===== src/rtl/if_stage.sv =====
// rtl/if_stage.sv - instruction fetch stage: PC, single-outstanding imem request, skid buffer, IF/ID register
// A redirect flushes IF/ID and the skid entry; a response still in flight is dropped.

module if_stage #(
   parameter int                ADDR_W   = 32,
   parameter int                INSTR_W  = 32,
   parameter logic [ADDR_W-1:0] RESET_PC = '0,
   parameter int                PC_STEP  = 4
) (
   input  logic               clk,
   input  logic               rst,
   output logic               imem_req,
   output logic [ADDR_W-1:0]  imem_addr,
   input  logic               imem_ready,
   input  logic               imem_rvalid,
   input  logic [INSTR_W-1:0] imem_rdata,
   input  logic               stall,
   input  logic               redirect,
   input  logic [ADDR_W-1:0]  redirect_pc,
   output logic               ifid_valid,
   output logic [INSTR_W-1:0] ifid_instr,
   output logic [ADDR_W-1:0]  ifid_pc
);

   typedef enum logic [1:0] {
      REQ  = 2'd0,
      WAIT = 2'd1,
      HOLD = 2'd2,
      DROP = 2'd3
   } state_t;

   state_t              state, state_d;
   logic [ADDR_W-1:0]   pc, pc_d;
   logic [ADDR_W-1:0]   req_pc, req_pc_d;
   logic [INSTR_W-1:0]  skid_instr, skid_instr_d;
   logic [ADDR_W-1:0]   skid_pc, skid_pc_d;
   logic                ifid_valid_d;
   logic [INSTR_W-1:0]  ifid_instr_d;
   logic [ADDR_W-1:0]   ifid_pc_d;
   logic                accept;
   logic                consume;

   assign imem_req  = (state == REQ) && !redirect && rst;
   assign imem_addr = pc;
   assign accept    = imem_req && imem_ready;
   assign consume   = ifid_valid && !stall;

   always_ff @(posedge clk or negedge rst) begin
      if (!rst) begin
         state      <= REQ;
         pc         <= RESET_PC;
         req_pc     <= '0;
         skid_instr <= '0;
         skid_pc    <= '0;
         ifid_valid <= 1'b0;
         ifid_instr <= '0;
         ifid_pc    <= '0;
      end else begin
         state      <= state_d;
         pc         <= pc_d;
         req_pc     <= req_pc_d;
         skid_instr <= skid_instr_d;
         skid_pc    <= skid_pc_d;
         ifid_valid <= ifid_valid_d;
         ifid_instr <= ifid_instr_d;
         ifid_pc    <= ifid_pc_d;
      end
   end

   // Skid occupancy is implied by HOLD, so leaving HOLD invalidates it.
   always_comb begin
      state_d      = state;
      pc_d         = pc;
      req_pc_d     = req_pc;
      skid_instr_d = skid_instr;
      skid_pc_d    = skid_pc;
      ifid_valid_d = ifid_valid;
      ifid_instr_d = ifid_instr;
      ifid_pc_d    = ifid_pc;

      if (consume) begin
         ifid_valid_d = 1'b0;
      end

      if (redirect) begin
         pc_d         = redirect_pc;
         ifid_valid_d = 1'b0;
         if ((state == DROP) || (state == WAIT && !imem_rvalid)) begin
            state_d = DROP;
         end else begin
            state_d = REQ;
         end
      end else begin
         unique case (state)
            REQ: begin
               if (accept) begin
                  req_pc_d = pc;
                  pc_d     = pc + ADDR_W'(PC_STEP);
                  state_d  = WAIT;
               end
            end
            WAIT: begin
               if (imem_rvalid) begin
                  if (!ifid_valid || !stall) begin
                     ifid_valid_d = 1'b1;
                     ifid_instr_d = imem_rdata;
                     ifid_pc_d    = req_pc;
                     state_d      = REQ;
                  end else begin
                     skid_instr_d = imem_rdata;
                     skid_pc_d    = req_pc;
                     state_d      = HOLD;
                  end
               end
            end
            HOLD: begin
               if (!stall) begin
                  ifid_valid_d = 1'b1;
                  ifid_instr_d = skid_instr;
                  ifid_pc_d    = skid_pc;
                  state_d      = REQ;
               end
            end
            DROP: begin
               if (imem_rvalid) begin
                  state_d = REQ;
               end
            end
         endcase
      end
   end

endmodule


===== config.mk =====
export PLATFORM = sky130hd
export DESIGN_NAME = if_stage
export DESIGN_NICKNAME = d
export VERILOG_FILES = /design/src/rtl/if_stage.sv
export SDC_FILE = /design/constraint.sdc
export NUM_CORES = 1
export LEC_CHECK = 0
export CAP_MARGIN = 5
export CORE_ASPECT_RATIO = 0.6
export CORE_MARGIN = 3
export CORE_UTILIZATION = 45
export DETAILED_ROUTE_END_ITERATION = 8
export MAX_ROUTING_LAYER = met4
export PLACE_DENSITY_LB_ADDON = 0.3
export SKIP_CTS_REPAIR_TIMING = 1
export SLEW_MARGIN = 20
export SYNTH_ARGS = -nofsm -noshare
export SYNTH_HDL_FRONTEND = slang
export SYNTH_SLANG_ARGS = --single-unit

===== constraint.sdc =====
create_clock -name clk -period 2.1 [get_ports clk]
set_input_delay 0.42 -clock clk [delete_from_list [all_inputs] [get_ports clk]]
set_output_delay 0.42 -clock clk [all_outputs]
set_load 0.03 [all_outputs]

### Yosys cells after proc, flatten, opt, wreduce, memory -nomap -nowiden

Cells that the tools add are included.

* bits of input ports: 70
* flip-flop bits (word level): 195
* output and inout bits: 98
* word-level logic and storage cells: 66

* equal/unequal tests: 10
* bitwise gates (word level): 2
* add/subtract/negate cells: 1
* reduce and logical (&&, ||, !) cells: 20
* muxes and demuxes: 25

Operators with widths (count)
* $mux W32: 9
* $pmux W32 S2: 2
* $add A32 B3 Y32 const B: 1
* $mux W2: 7
* $ne A3 B3 Y1 const B: 4
* $pmux W2 S4: 1
* $reduce_and A4 Y1: 2
* $reduce_bool A2 Y1: 3
* $logic_and A1 B1 Y1: 5
* $mux W1: 5
* $reduce_and A5 Y1: 1
* $eq A2 B2 Y1 const B: 2
* $logic_not A1 Y1: 4
* $ne A2 B2 Y1 const B: 2
* $reduce_and A3 Y1: 1
* $eq A2 B1 Y1 const B: 1
* $logic_not A2 Y1: 1
* $logic_or A1 B1 Y1: 2
* $ne A2 B1 Y1 const B: 1
* $not A1 Y1: 2
* $pmux W1 S2: 1
* $reduce_and A2 Y1: 1

### Depth between registers and ports, before layout

Gate-level depths: netlist (run 1).

* depth in word-level cells: 7
* gate-level depth with buffers: 10
* gate-level depth less buffers: 7

### Worst setup path before layout (run 1)

Ideal clock, no wire load.

* kind: reg-to-reg
* start: register state[0]
* end: register pc[24], in the netlist imem_addr[24]
* clock period less this slack: 2.286 ns
* library setup time: 0.141 ns
* slack: -0.186 ns
* data arrival time: 2.145 ns
* data required time: 1.959 ns
* path buffers: 1
* cell stages (with the launch flop): 9
* path through: dfrtp_1 -> inv_1 -> ha_1 -> nand4b_4 -> or4_1 -> buf_6 -> or3_1 -> nand3_1 -> o211ai_1

* longest elaborated chain between the ends: 6
* elaborated cells on any way between the ends: 7

RTL lines
* from (decl): RTL line 32 `state_t state, state_d;`
* from (signal assigned): RTL line 59 `state <= state_d;`
* $logic_not A2 Y1 (*): RTL line 43, 94
* $logic_and A1 B1 Y1 (2 in series): RTL line 43 `assign imem_req = (state == REQ) && !redirect && rst;`
* $logic_and A1 B1 Y1: RTL line 45 `assign accept = imem_req && imem_ready;`
* $reduce_bool A2 Y1 (no line)
* $reduce_and A2 Y1 (no line) (*)
* to (signal assigned): RTL line 60 `pc <= pc_d;`
* to (decl): RTL line 33 `logic [ADDR_W-1:0] pc, pc_d;`

Every way passes the cells marked *; elsewhere a longest branch is shown, timed or not.
A chain may end at the register's enable or synchronous reset.

### Worst setup path in the final report (run 1)

* start: register pc[6], in the netlist imem_addr[6]
* end: output port imem_addr[6]

RTL lines
* to (decl): RTL line 13 `output logic [ADDR_W-1:0] imem_addr,`

No word-level cell between the ends.

==> run summary, run 1 <==
The H-tree was split into 4 levels. After the first detailed-routing iteration, the DRC count stood at 500. The first global-routing pass estimated 34.3 mm of wire.

The largest individual stage delay along the critical path comes from the cell sky130_fd_sc_hd__clkdlybuf4s50_1. The critical path startpoint category is a flop. The ratio of routed vias to standard cells is 5.33.

The Yosys step of the flow raised 0 warnings. For the final database, setup skew stands at 0.0162 ns. The number of nets in the final layout came out at 1050. The multi-input combinational cells in the finished layout cover a total of 3550 um2. The biggest fanout along the worst timing path was 4; the antenna violation net count after detailed routing was 0. Area taken by flip-flops and latches: 4890 um2. The top flip-flop cell by instance count after synthesis was sky130_fd_sc_hd__dfrtp_1. The critical path in this run is classified as flop to output port.

The run gives 14.6 mW as the total power consumption of the routed design. For the initial standard-cell utilization of the core, the log shows 0.466. The first detailed-routing pass ran for 4 iterations. At the end of routability-driven placement, the weighted congestion stood at 0.904. After detailed routing, the total wire length is 22.6 mm.

Total number of placement rows: 38. The final critical-path required period was 2.06 ns; the final routed wire length divided by cell count was 18.4 um. The run gives 0.484 GHz as the top achievable clock speed. After global routing the overflow that remains totals 0. The die outline area came out at 20700 um2.

The post-synthesis cell type count was 49; the depth of the worst register-to-register path was 5. The worst path arrival time was 1.64 ns; the DRC violations left was 0. For the peak ir drop on the vdd network, the log shows 0.000736 V.

Total negative slack for setup checks: 0 ns. After clock tree synthesis, the clock-pin slew on the worst setup and hold paths is 0.08 ns. Maximum number of buffers from clock root to sink: 2. Clock latency on the worst-skew pair, taken at its later pin, is 0.43 ns. For the total I/O pin count, the log shows 168. Number of enable flip-flop cells after synthesis: 0. Setup repair after global routing could not meet its margin everywhere. Port buffering added 167 buffers. In this run the power density over the cells is 1240 nW/um2. Antenna diode count: 0.

The tools report the root buffer cell as sky130_fd_sc_hd__clkbuf_16. Setup violations remaining at the end of the flow were counted as 0. For this design, the sink count on the clock tree is 195.

The worst path buffer plus inverter count was 2. Summed over all nets, the half-perimeter wirelength after detailed placement is 14.8 mm. In this run the critical register-to-register path is captured at imem_addr[29]. Buffers inserted during clock tree synthesis total 17.

The die is 113 um tall. The signal on the critical path passes through buf_4, clkdlybuf4s50_1. The run gives 6428 as the via count of the first global-routing pass.

In this design, the largest share of critical-path delay is due to buffers and inverters. The run gives 0 as the number of antenna violations at the first check in global routing. TritonCTS built the clock tree. The worst setup path is captured at an output port. The final period utilization works out to 0.983. The number of instances in the synthesized netlist is 771.

In this run the standard cell core region covers 18400 um2. Startpoint of the worst register-to-register path: imem_addr[5]. Share of cells above drive strength 1: 0.201. The run finished with clean final reports. In this run the register-to-register setup slack is 0.05 ns. For the number of max-slew violations in the final report, the log shows 0.

The logs give 0.571 for the sequential-to-total area share from yosys stat and 0 for the number of failing hold endpoints at the final stage. The worst hold slack after final layout was 0.367 ns. The cell area that synthesis handed to floorplanning was 8550 um2.

For the number of maximum-capacitance constraint violations, the log shows 0. The logic depth of the worst path, buffers included is 2. Post-synthesis async set-or-reset flop share: 1.00.

The worst hold path belongs to the class input pin to asynchronous set/reset pin. In this run the static leakage power is 5.35 nW. From left edge to right edge, the die measures 184 um. The run gives 846 as the post-synth net total. The transition time at the pin with the least slew margin came out at 1.02 ns. The average size of a mapped cell was 11.1 um2. For the worst setup path, the data required time is 1.68 ns. Area growth from synthesis to final layout: 37.6%. The flop and latch count out of synthesis is 195. The filler cells instantiated in the layout total 1499. Detailed routing inserted a total of 6540 vias.

In this design, the stage delay of the slowest critical-path cell is 0.66 ns. Entering global routing, the biggest net connects 188 pins. The worst slew slack as a fraction of its limit was 0.323. The overall routing resource usage is 0.215.
-- layer usage --
| layer | global-route usage | up-vias | part of all wire |
|---|---|---|---|
| met5 | - | - | 0 |
| met4 | 0.0403 | 0 | 0.0062 |
| met3 | 0.0485 | 17 | 0.057 |
| met2 | 0.293 | 199 | 0.42 |
| met1 | 0.330 | 3252 | 0.51 |
| li1 | - | 3072 | - |
-- cell usage after synthesis (all sizes together) (2+ instances only) --
| cell type | instances | area [um2] |
|---|---|---|
| a21oi | 73 | 365 |
| and4 | 2 | 18.8 |
| xnor2 | 15 | 131 |
| nor3 | 7 | 40.0 |
| clkbuf | 36 | 136 |
| and2 | 2 | 12.5 |
| nand2 | 119 | 447 |
| xor2 | 3 | 26.3 |
| buf | 10 | 56.3 |
| nor2 | 77 | 289 |
| o22ai | 4 | 25.0 |
| o21ai | 24 | 120 |
| mux2i | 65 | 651 |
| and3 | 5 | 31.3 |
| o211ai | 2 | 15.0 |
| nand2b | 2 | 12.5 |
| a311oi | 3 | 26.3 |
| ha | 5 | 62.6 |
| inv | 8 | 30.0 |
| nor4 | 10 | 129 |
| mux2 | 68 | 766 |
| nand3 | 8 | 40.0 |
| a211oi | 3 | 22.5 |
| a31oi | 3 | 18.8 |
| dfrtp | 195 | 4880 |
| or4 | 4 | 30.0 |
| nand4 | 5 | 46.3 |
-- cell type report --
class	count	share of cell area
multi-input combinational	521	0.302
clock inverter	15	0.0148
inverter	9	0.00287
sequential	195	0.416
timing repair buffer	231	0.203
tap	240	0.0255
clock buffer	17	0.0362
-- worst max path at each step --
stage | from | end | slack [ns]
2_1_floorplan | imem_addr[2] | imem_addr[24] | -0.05
3_3_place_gp | imem_ready | imem_addr[24] | -0.37
3_5_place_dp | imem_ready | imem_addr[24] | -0.38
4_1_cts | state[1] | imem_addr[24] | -0.04
5_1_grt | state[0] | ifid_pc[24] | -0.05
6_report | imem_addr[6] | imem_addr[6] | 0.04
-- through the flow --
step | area [um2] | std cells | setup WS (ns) | util
floorplan | 8590 | 771 | -0.0494 | -
global placement | 10900 | 1185 | -0.366 | 0.594
detailed placement | 10900 | 1185 | -0.384 | 0.594
CTS | 11500 | 1217 | -0.0400 | 0.626
global route | 11800 | 1228 | -0.0481 | 0.641
finish | 11800 | 1228 | 0.0358 | 0.641
-- tightest hold or removal path: stages --
cell	delay (ns)
sky130_fd_sc_hd__clkbuf_8	0.11
sky130_fd_sc_hd__buf_4	0.14
sky130_fd_sc_hd__buf_12	0.66
-- where the power goes --
group	internal (mW)	total, mW	switching [mW]
registers	4.87	5.60	0.724
logic	2.49	5.69	3.20
clock network	1.63	3.31	1.69
-- kinds of logic after synthesis --
logic type / synth area share
and+or+nand+nor: 0.135
xor gates and xnor gates: 0.0184
AOI/OAI and AO/OA: 0.0767
adders and majority gates: 0.00732
muxes: 0.166
DFF: 0.571
buffers and inverters: 0.0265
-- state kept, by name, summed over array words and instances (netlist names) --
register,count
ifid_instr,32
ifid_pc,32
imem_addr,32
req_pc,32
skid_instr,32
skid_pc,32
state,2
ifid_valid,1
-- cell usage in the layout, fill, tap and decap left out, types with 3 or more instances in the layout --
cell,netlist,routed
sky130_fd_sc_hd__dfrtp_1,195,188
sky130_fd_sc_hd__clkdlybuf4s50_1,0,157
sky130_fd_sc_hd__nand2_1,119,119
sky130_fd_sc_hd__nor2_1,77,76
sky130_fd_sc_hd__a21oi_1,73,72
sky130_fd_sc_hd__mux2_2,68,68
sky130_fd_sc_hd__mux2i_1,65,65
sky130_fd_sc_hd__buf_4,1,46
sky130_fd_sc_hd__clkbuf_16,0,21
sky130_fd_sc_hd__o21ai_0,18,18
sky130_fd_sc_hd__xnor2_1,15,15
sky130_fd_sc_hd__buf_12,0,10
sky130_fd_sc_hd__inv_8,0,9
sky130_fd_sc_hd__dfrtp_2,0,7
sky130_fd_sc_hd__dlymetal6s2s_1,0,7
sky130_fd_sc_hd__inv_1,8,6
sky130_fd_sc_hd__nor3_1,6,6
sky130_fd_sc_hd__nor4_4,4,6
sky130_fd_sc_hd__o21ai_1,6,6
sky130_fd_sc_hd__and3_1,5,5
sky130_fd_sc_hd__nand3_1,8,5
sky130_fd_sc_hd__nand4_1,4,4
sky130_fd_sc_hd__nor4_1,5,4
sky130_fd_sc_hd__o22ai_1,4,4
sky130_fd_sc_hd__nand3_2,0,3
sky130_fd_sc_hd__a311oi_1,3,3
sky130_fd_sc_hd__xor2_1,3,3
sky130_fd_sc_hd__a211oi_1,3,3
sky130_fd_sc_hd__ha_1,5,3
sky130_fd_sc_hd__clkinv_8,0,3
Power figures use the tool's default switching activity.
==> run 2: changes to the inputs <==
--- a/config.mk
+++ b/config.mk
@@ -6,7 +6,6 @@
 export NUM_CORES = 1
 export LEC_CHECK = 0
 export CAP_MARGIN = 5
-export CORE_ASPECT_RATIO = 0.6
 export CORE_MARGIN = 3
 export CORE_UTILIZATION = 45
 export DETAILED_ROUTE_END_ITERATION = 8
==> run summary, run 2 (same netlist as run 1, synthesis figures left out) <==
The slowest stage of the critical path belongs to the cell sky130_fd_sc_hd__clkdlybuf4s50_1. TritonCTS built the clock tree. Most congested layer reported by global routing: met2. The total number of placement rows was 49. For the DRC violations left, the log shows 0.

Final critical-path required period: 2.07 ns. The filler cells instantiated in the layout total 1438. VDD sags by at most 0.000588 V. The critical path start-end classification was flop to output port. Setup repair after global routing could not meet its margin everywhere.

Between clock sinks in the finished design, the worst skew comes to 0.0140 ns. The detail route stage leaves a number of antenna-violating nets equal to 0. Max-cap violations in this run came to 0. The logs give 0 for the number of antenna violations at the first check in global routing and 17 for the number of CTS-inserted buffers.

For the final routed database, the setup TNS stands at 0 ns. Share of cells above drive strength 1: 0.195. At the worst endpoint, the required time is 1.68 ns.

In the final routed layout, each cell accounts on average for 16.6 um. The worst slew slack as a fraction of its limit was 0.389. The global-route met1 utilization is 0.279, and the post-route non-filler standard cell count is 1211. From bottom edge to top edge, the die measures 144 um. The quantity of I/O buffers inserted on ports is 167, and the total I/O pin count is 168. For this run, the top clock speed supported by timing is 0.483 GHz. Entering global routing, the biggest net connects 170 pins. The area inside the core boundary was 18300 um2.

The die is 144 um wide. The area growth from synthesis to final layout was 36.0%; the met3 capacity usage during global routing was 0.0290. The root buffer cell was sky130_fd_sc_hd__clkbuf_16. Leaving out fill and tap cells, the most frequent cells in the layout are sky130_fd_sc_hd__dfrtp_1, sky130_fd_sc_hd__clkdlybuf4s50_1, sky130_fd_sc_hd__nand2_1, sky130_fd_sc_hd__nor2_1, sky130_fd_sc_hd__a21oi_1. The total clock sinks was 195; the total congestion overflow was 0. The tools report the antenna diode count as 0. The tools report the final design area excluding fillers as 11600 um2. For the end-of-flow core utilization, the log shows 0.634. The run gives 6423 as the via count of the first global-routing pass.

The detailed router finished its first iteration with 327 violations. The tools report the number of nets in the final layout as 1044. For the placed standard-cell area, the log shows 10900 um2. The min-delay analysis places its worst path in the category input pin to asynchronous set/reset pin. The worst register-to-register path has a depth of 8. The flow ran to the end, and the final reports show no timing, DRC or antenna violations. For this design the static power due to leakage is 5.27 nW. For the initial standard-cell utilization of the core, the log shows 0.466. Clock latency on the worst-skew pair, taken at its later pin, is 0.44 ns. The final estimated routing congestion in global placement is 0.837. The library cell used most frequently in the layout, excluding fill and tap cells, is sky130_fd_sc_hd__dfrtp_1. The total power divided by cell area works out to 1230 nW/um2. CTS built an H-tree with a depth of 4.

For the die outline area, the log shows 20700 um2. The first detailed-routing pass took 4 iterations. The logic depth of the worst path, buffers included came out at 1. The overall routing resource usage is 0.205. The tools report the number of max-slew violations in the final report as 0. Detailed placement finished with a half-perimeter wire length of 13.7 mm. The first-pass GRT wire length is 32.6 mm. The fraction of met2 tracks used by global routing was 0.317; the delay contributed by the slowest stage of the critical path was 0.72 ns.

The worst setup path is launched from a flop. Of all nets on the critical path, the largest fanout is 5. Setup violations remaining at the end of the flow were counted as 0.

Across the whole layout, storage elements account for 4890 um2. The critical path goes through clkdlybuf4s50_1. The run gives 0 as the number of failing hold endpoints at the final stage. The clock-pin slew of the registers on the worst-case setup and hold paths is 0.08 ns, and the worst path buffer plus inverter count is 1. At the worst endpoint, the arrival time is 1.65 ns. The family with the most delay on the worst path is buffers and inverters.

The longest clock path from root to sink contains 2 buffers. The final period utilization was 0.986; the routed via count was 6416. The tools report the kind of end point of the critical path as an output port. For the pin with the worst max-slew slack, the measured transition is 0.917 ns. The logs give 1177 for the placed cell count and 20.2 mm for the post-detailed-routing wire length. The ratio of routed vias to standard cells was 5.30; the combined area of the multi-input logic cells was 3540 um2.
-- run 2: cell count changes in the layout (fill, tap and decap cells not counted), moves of 3 or more --
cell,previous run,this run
sky130_fd_sc_hd__clkinv_4,0,3
sky130_fd_sc_hd__clkbuf_16,21,17
sky130_fd_sc_hd__clkdlybuf4s50_1,157,160
sky130_fd_sc_hd__dlymetal6s2s_1,7,4
-- run 2: layer usage --
metal,wire [um],up-vias
li1,-,3077
met2,9500,191
met5,0,-
met1,9410,3122
met3,882,26
met4,369,0
-- run 2: per-stage QoR --
stage / hold slack (ns) / worst slack (ns) / total power [mW]
after global routing: 0.0710 / -0.0351 / 15.2
after global placement: 0.477 / -0.422 / 11.0
after CTS: 0.0527 / -0.0853 / 14.5
after detailed placement: 0.482 / -0.436 / 11.1
after floorplan: 0.124 / -0.0494 / 8.73
final: 0.0521 / 0.0304 / 14.3
-- run 2: final timing paths --
path	startpoint	endpoint	slack, ns
worst max register to register	state[0]	imem_addr[24]	0.06
worst min register to register	req_pc[8]	req_pc[8]	0.50
worst min-delay path	rst	state[1]	0.05
worst max-delay path	imem_addr[28]	imem_addr[28]	0.03
max in group asynchronous	rst	imem_addr[14]	0.73
min in group clk	req_pc[8]	req_pc[8]	0.50
-- run 2: where the power goes --
| part | leakage [nW] | switching, mW | internal, mW |
|---|---|---|---|
| Sequential | 2.44 | 0.680 | 4.87 |
| Combinational | 2.53 | 3.05 | 2.41 |
| Clock | 0.297 | 1.60 | 1.72 |
-- run 2: final cells by class --
| class | instances | area share |
|---|---|---|
| flip-flops and latches | 195 | 0.420 |
| multi-input cells | 521 | 0.304 |
| repair buffers | 225 | 0.195 |
| clock buffers | 17 | 0.0366 |
| well taps | 229 | 0.0247 |
| clock inverters | 15 | 0.0158 |
| inverters | 9 | 0.00291 |
-- run 2: worst reg2reg max path, delay by kind of cell (launching register included) --
family	cells	cell delay (ns)
compound gates	1	0.08
fa+ha+maj	1	0.16
buf+inv	2	0.25
flops	1	0.39
simple gates	4	1.06
==> run 3: changes to the inputs <==
--- a/config.mk
+++ b/config.mk
@@ -5,6 +5,7 @@
 export SDC_FILE = /design/constraint.sdc
 export NUM_CORES = 1
 export LEC_CHECK = 0
+export ABC_AREA = 1
 export CAP_MARGIN = 5
 export CORE_MARGIN = 3
 export CORE_UTILIZATION = 45
@@ -12,7 +13,7 @@
 export MAX_ROUTING_LAYER = met4
 export PLACE_DENSITY_LB_ADDON = 0.3
 export SKIP_CTS_REPAIR_TIMING = 1
-export SLEW_MARGIN = 20
+export SLEW_MARGIN = 10
 export SYNTH_ARGS = -nofsm -noshare
 export SYNTH_HDL_FRONTEND = slang
 export SYNTH_SLANG_ARGS = --single-unit
==> run summary, run 3 <==
The filler cells instantiated in the layout total 1678. The number of antenna violations at the first check in global routing is 0, and the total power divided by cell area is 1360 nW/um2. The root buffer cell chosen for the clock tree is sky130_fd_sc_hd__clkbuf_16.

For this run, the detailed router's first-pass iteration total came to 5. Entering global routing, the biggest net connects 129 pins. For this design the total switching power over the nets is 6.54 mW. During synthesis, Yosys emitted a total of 0 warnings.

The internal power of the cells totals 9.95 mW. Kind of end point of the critical path: an output port. The worst setup path is launched from a flop.

The number of cells on the worst reg-to-reg path is 11. By count the netlist is led by sky130_fd_sc_hd__nand2_1, sky130_fd_sc_hd__nor2_1, sky130_fd_sc_hd__dfrtp_1. Sum of net half-perimeters after detailed placement: 15.8 mm. The tree built by TritonCTS fans out to 195 sinks. In the final timing run, aggregate negative setup slack is 0 ns.

Yosys attributes the largest share of cell area to sky130_fd_sc_hd__dfrtp_1, sky130_fd_sc_hd__nand2_1, sky130_fd_sc_hd__nor2_1. The post-synthesis async set-or-reset flop share came out at 1.00. At the worst endpoint, the required time is 1.68 ns. In the routed design, unresolved DRC markers number 0.

The logs give 22.7 mm for the post-detailed-routing wire length and 2 for the maximum number of buffers from clock root to sink. The proportion of power drawn by flip-flops and latches was 0.369; the number of maximum-capacitance constraint violations was 0. The congestion estimate from routability-driven global placement came to 0.858.

TritonCTS built the clock tree. Post-route non-filler standard cell count: 1577. The tools report the setup slack on the worst flop-to-flop path as 0.08 ns.

Most common cell in the netlist: sky130_fd_sc_hd__nand2_1. The final routed wire length divided by cell count came out at 14.4 um. The initial standard-cell utilization of the core is 0.466. The worst setup path is of the flop to output port kind.

The min-delay analysis places its worst path in the category input pin to asynchronous set/reset pin. The share of cells above drive strength 1 is 0.108. The area growth from synthesis to layout is 30.9%. The final period utilization is 0.970, and the post-synthesis cell type count is 32. The number of enable flip-flop cells after synthesis came out at 0.

The die is 149 um wide. After the last flow step, the layout net total stands at 1375. When the netlist entered floorplanning its net count stood at 1210. The overall routing resource usage is 0.211, and the pre-CTS worst setup slack is -0.0250 ns. The run gives 1135 as the number of instances in the synthesized netlist. For the relative contribution of combinational cells to total power, the log shows 0.437. Total number of placement rows: 51.

The overall die height works out to 149 um. Subtracting the final worst setup slack from the clock period gives 2.04 ns. In the synthesized netlist the dominant register cell turns out to be sky130_fd_sc_hd__dfrtp_1. The peak ir drop on the vdd network came out at 0.000579 V. The biggest fanout along the worst timing path came out at 6.

The ratio of routed vias to standard cells works out to 4.95. In this design, the largest share of critical-path delay is due to buffers and inverters. After floorplanning, the core was sized to cover 19800 um2.

The tools report the startpoint of the worst register-to-register path as state[1]. Global routing finished with a remaining overflow of 0. After detailed placement, the design holds a cell count of 1540. Antenna violation net count after detailed routing: 0. The share of total power consumed by net switching is 0.396. After synthesis the netlist holds a flip-flop and latch count of 195. For this run, the top clock speed supported by timing is 0.491 GHz. Most frequent standard cell in the layout excluding fill and tap cells: sky130_fd_sc_hd__nand2_1. Across the whole layout, storage elements account for 4880 um2. The area share of the largest cell type after synthesis is 0.528. The signal on the critical path passes through clkdlybuf4s50_1.

At the pin with the least slew margin, the transition time is 0.583 ns. Clock latency on the worst-skew pair, taken at its later pin, is 0.42 ns. The routed layout has 7799 vias. The synthesized netlist occupies a cell area of 9240 um2. The clock tree synthesis step divided the H-tree into 4 levels.

After synthesis, the mean cell area works out to 8.14 um2. The via count of the first global-routing pass is 7463, and the number of failing hold endpoints at the final stage is 0. In the final layout, the multi-input gates occupy 3680 um2.

Setup violations remaining at the end of the flow were counted as 0. The first global-routing pass estimated 37.0 mm of wire. The worst path buffer plus inverter count works out to 1. The power share of the clock group was 0.194.

For this design, the slowest cell found on the critical path is sky130_fd_sc_hd__clkdlybuf4s50_1. The quantity of I/O buffers inserted on ports is 167. Cell accounting for the most synthesized area: sky130_fd_sc_hd__dfrtp_1.

The run finished with clean final reports. Setup repair after global routing could not meet its margin everywhere. The terminus of the critical flop-to-flop path is ifid_pc[21]. On the final layout, the worst clock skew is 0.00893 ns. Summed over all cells, the static leakage comes to 5.54 nW. In this run, the number of DRC markers left after iteration 0 of detailed routing was 557. For the worst setup path, the data arrival time is 1.62 ns. The worst slew slack as a fraction of its limit is 0.610, and the clock-pin slew of the registers on the worst-case setup and hold paths is 0.07 ns. The logs give 0.528 for the sequential-to-total area share from yosys stat and 0 for the antenna diode count.

Total I/O pin count: 168. Buffers inserted during clock tree synthesis total 17. Delay contributed by the slowest stage of the critical path: 0.72 ns. The tools report the worst path setup slack after routing as 0.0625 ns. For the die outline area, the log shows 22300 um2. The top cell types in the final layout, fill and taps aside, are sky130_fd_sc_hd__nand2_1, sky130_fd_sc_hd__nor2_1, sky130_fd_sc_hd__dfrtp_1, sky130_fd_sc_hd__clkdlybuf4s50_1, sky130_fd_sc_hd__o21ai_0. The number of max-slew violations in the final report is 0.
run 3: area by class of cell:
class | count | share of cell area
Clock buffer | 20 | 0.0369
Clock inverter | 11 | 0.0107
Inverter | 110 | 0.0341
Multi-Input combinational cell | 770 | 0.304
Sequential cell | 195 | 0.403
Tap cell | 265 | 0.0274
Timing Repair Buffer | 206 | 0.184
run 3: cells by family after synthesis:
logic type | share of synthesized area
fa+ha+maj | 0.00677
flops | 0.528
simple gates | 0.215
buf+inv | 0.0797
xor+xnor | 0.00284
compound gates | 0.168
run 3: layer usage:
layer | share of wire | global-route usage
met3 | 0.062 | 0.0389
met2 | 0.44 | 0.313
met4 | 0.017 | 0.0568
met1 | 0.48 | 0.301
met5 | 0 | -
run 3: metrics by stage:
step	cell area [um2]	utilization	total power, mW	hold WS, ns
global placement	11400	0.574	13.0	0.294
CTS	12000	0.603	16.5	-0.170
floorplan	9240	-	10.5	0.124
detailed placement	11400	0.574	13.2	0.292
global route	12100	0.610	17.6	0.135
finish	12100	0.610	16.5	0.121
run 3: power groups by stage:
stage,Sequential [mW],Clock [mW],Combinational (mW)
floorplan,7.37,0,3.09
global placement,6.11,0,6.86
detailed placement,6.14,0,7.03
CTS,6.08,3.28,7.09
global route,6.27,3.43,7.90
finish,6.08,3.20,7.21
run 3: worst max path at each step:
stage                   from             end  slack (ns)  cells past startpoint
5_1_grt             state[1]     ifid_pc[21]       -0.02                     11
3_5_place_dp     imem_rvalid     ifid_pc[27]       -0.03                      8
4_1_cts             state[0]        imem_req       -0.07                      5
6_report       imem_addr[20]   imem_addr[20]        0.06                      1
2_1_floorplan   imem_addr[3]   imem_addr[14]        0.40                     10
3_3_place_gp        redirect  ifid_instr[11]        0.04                      8
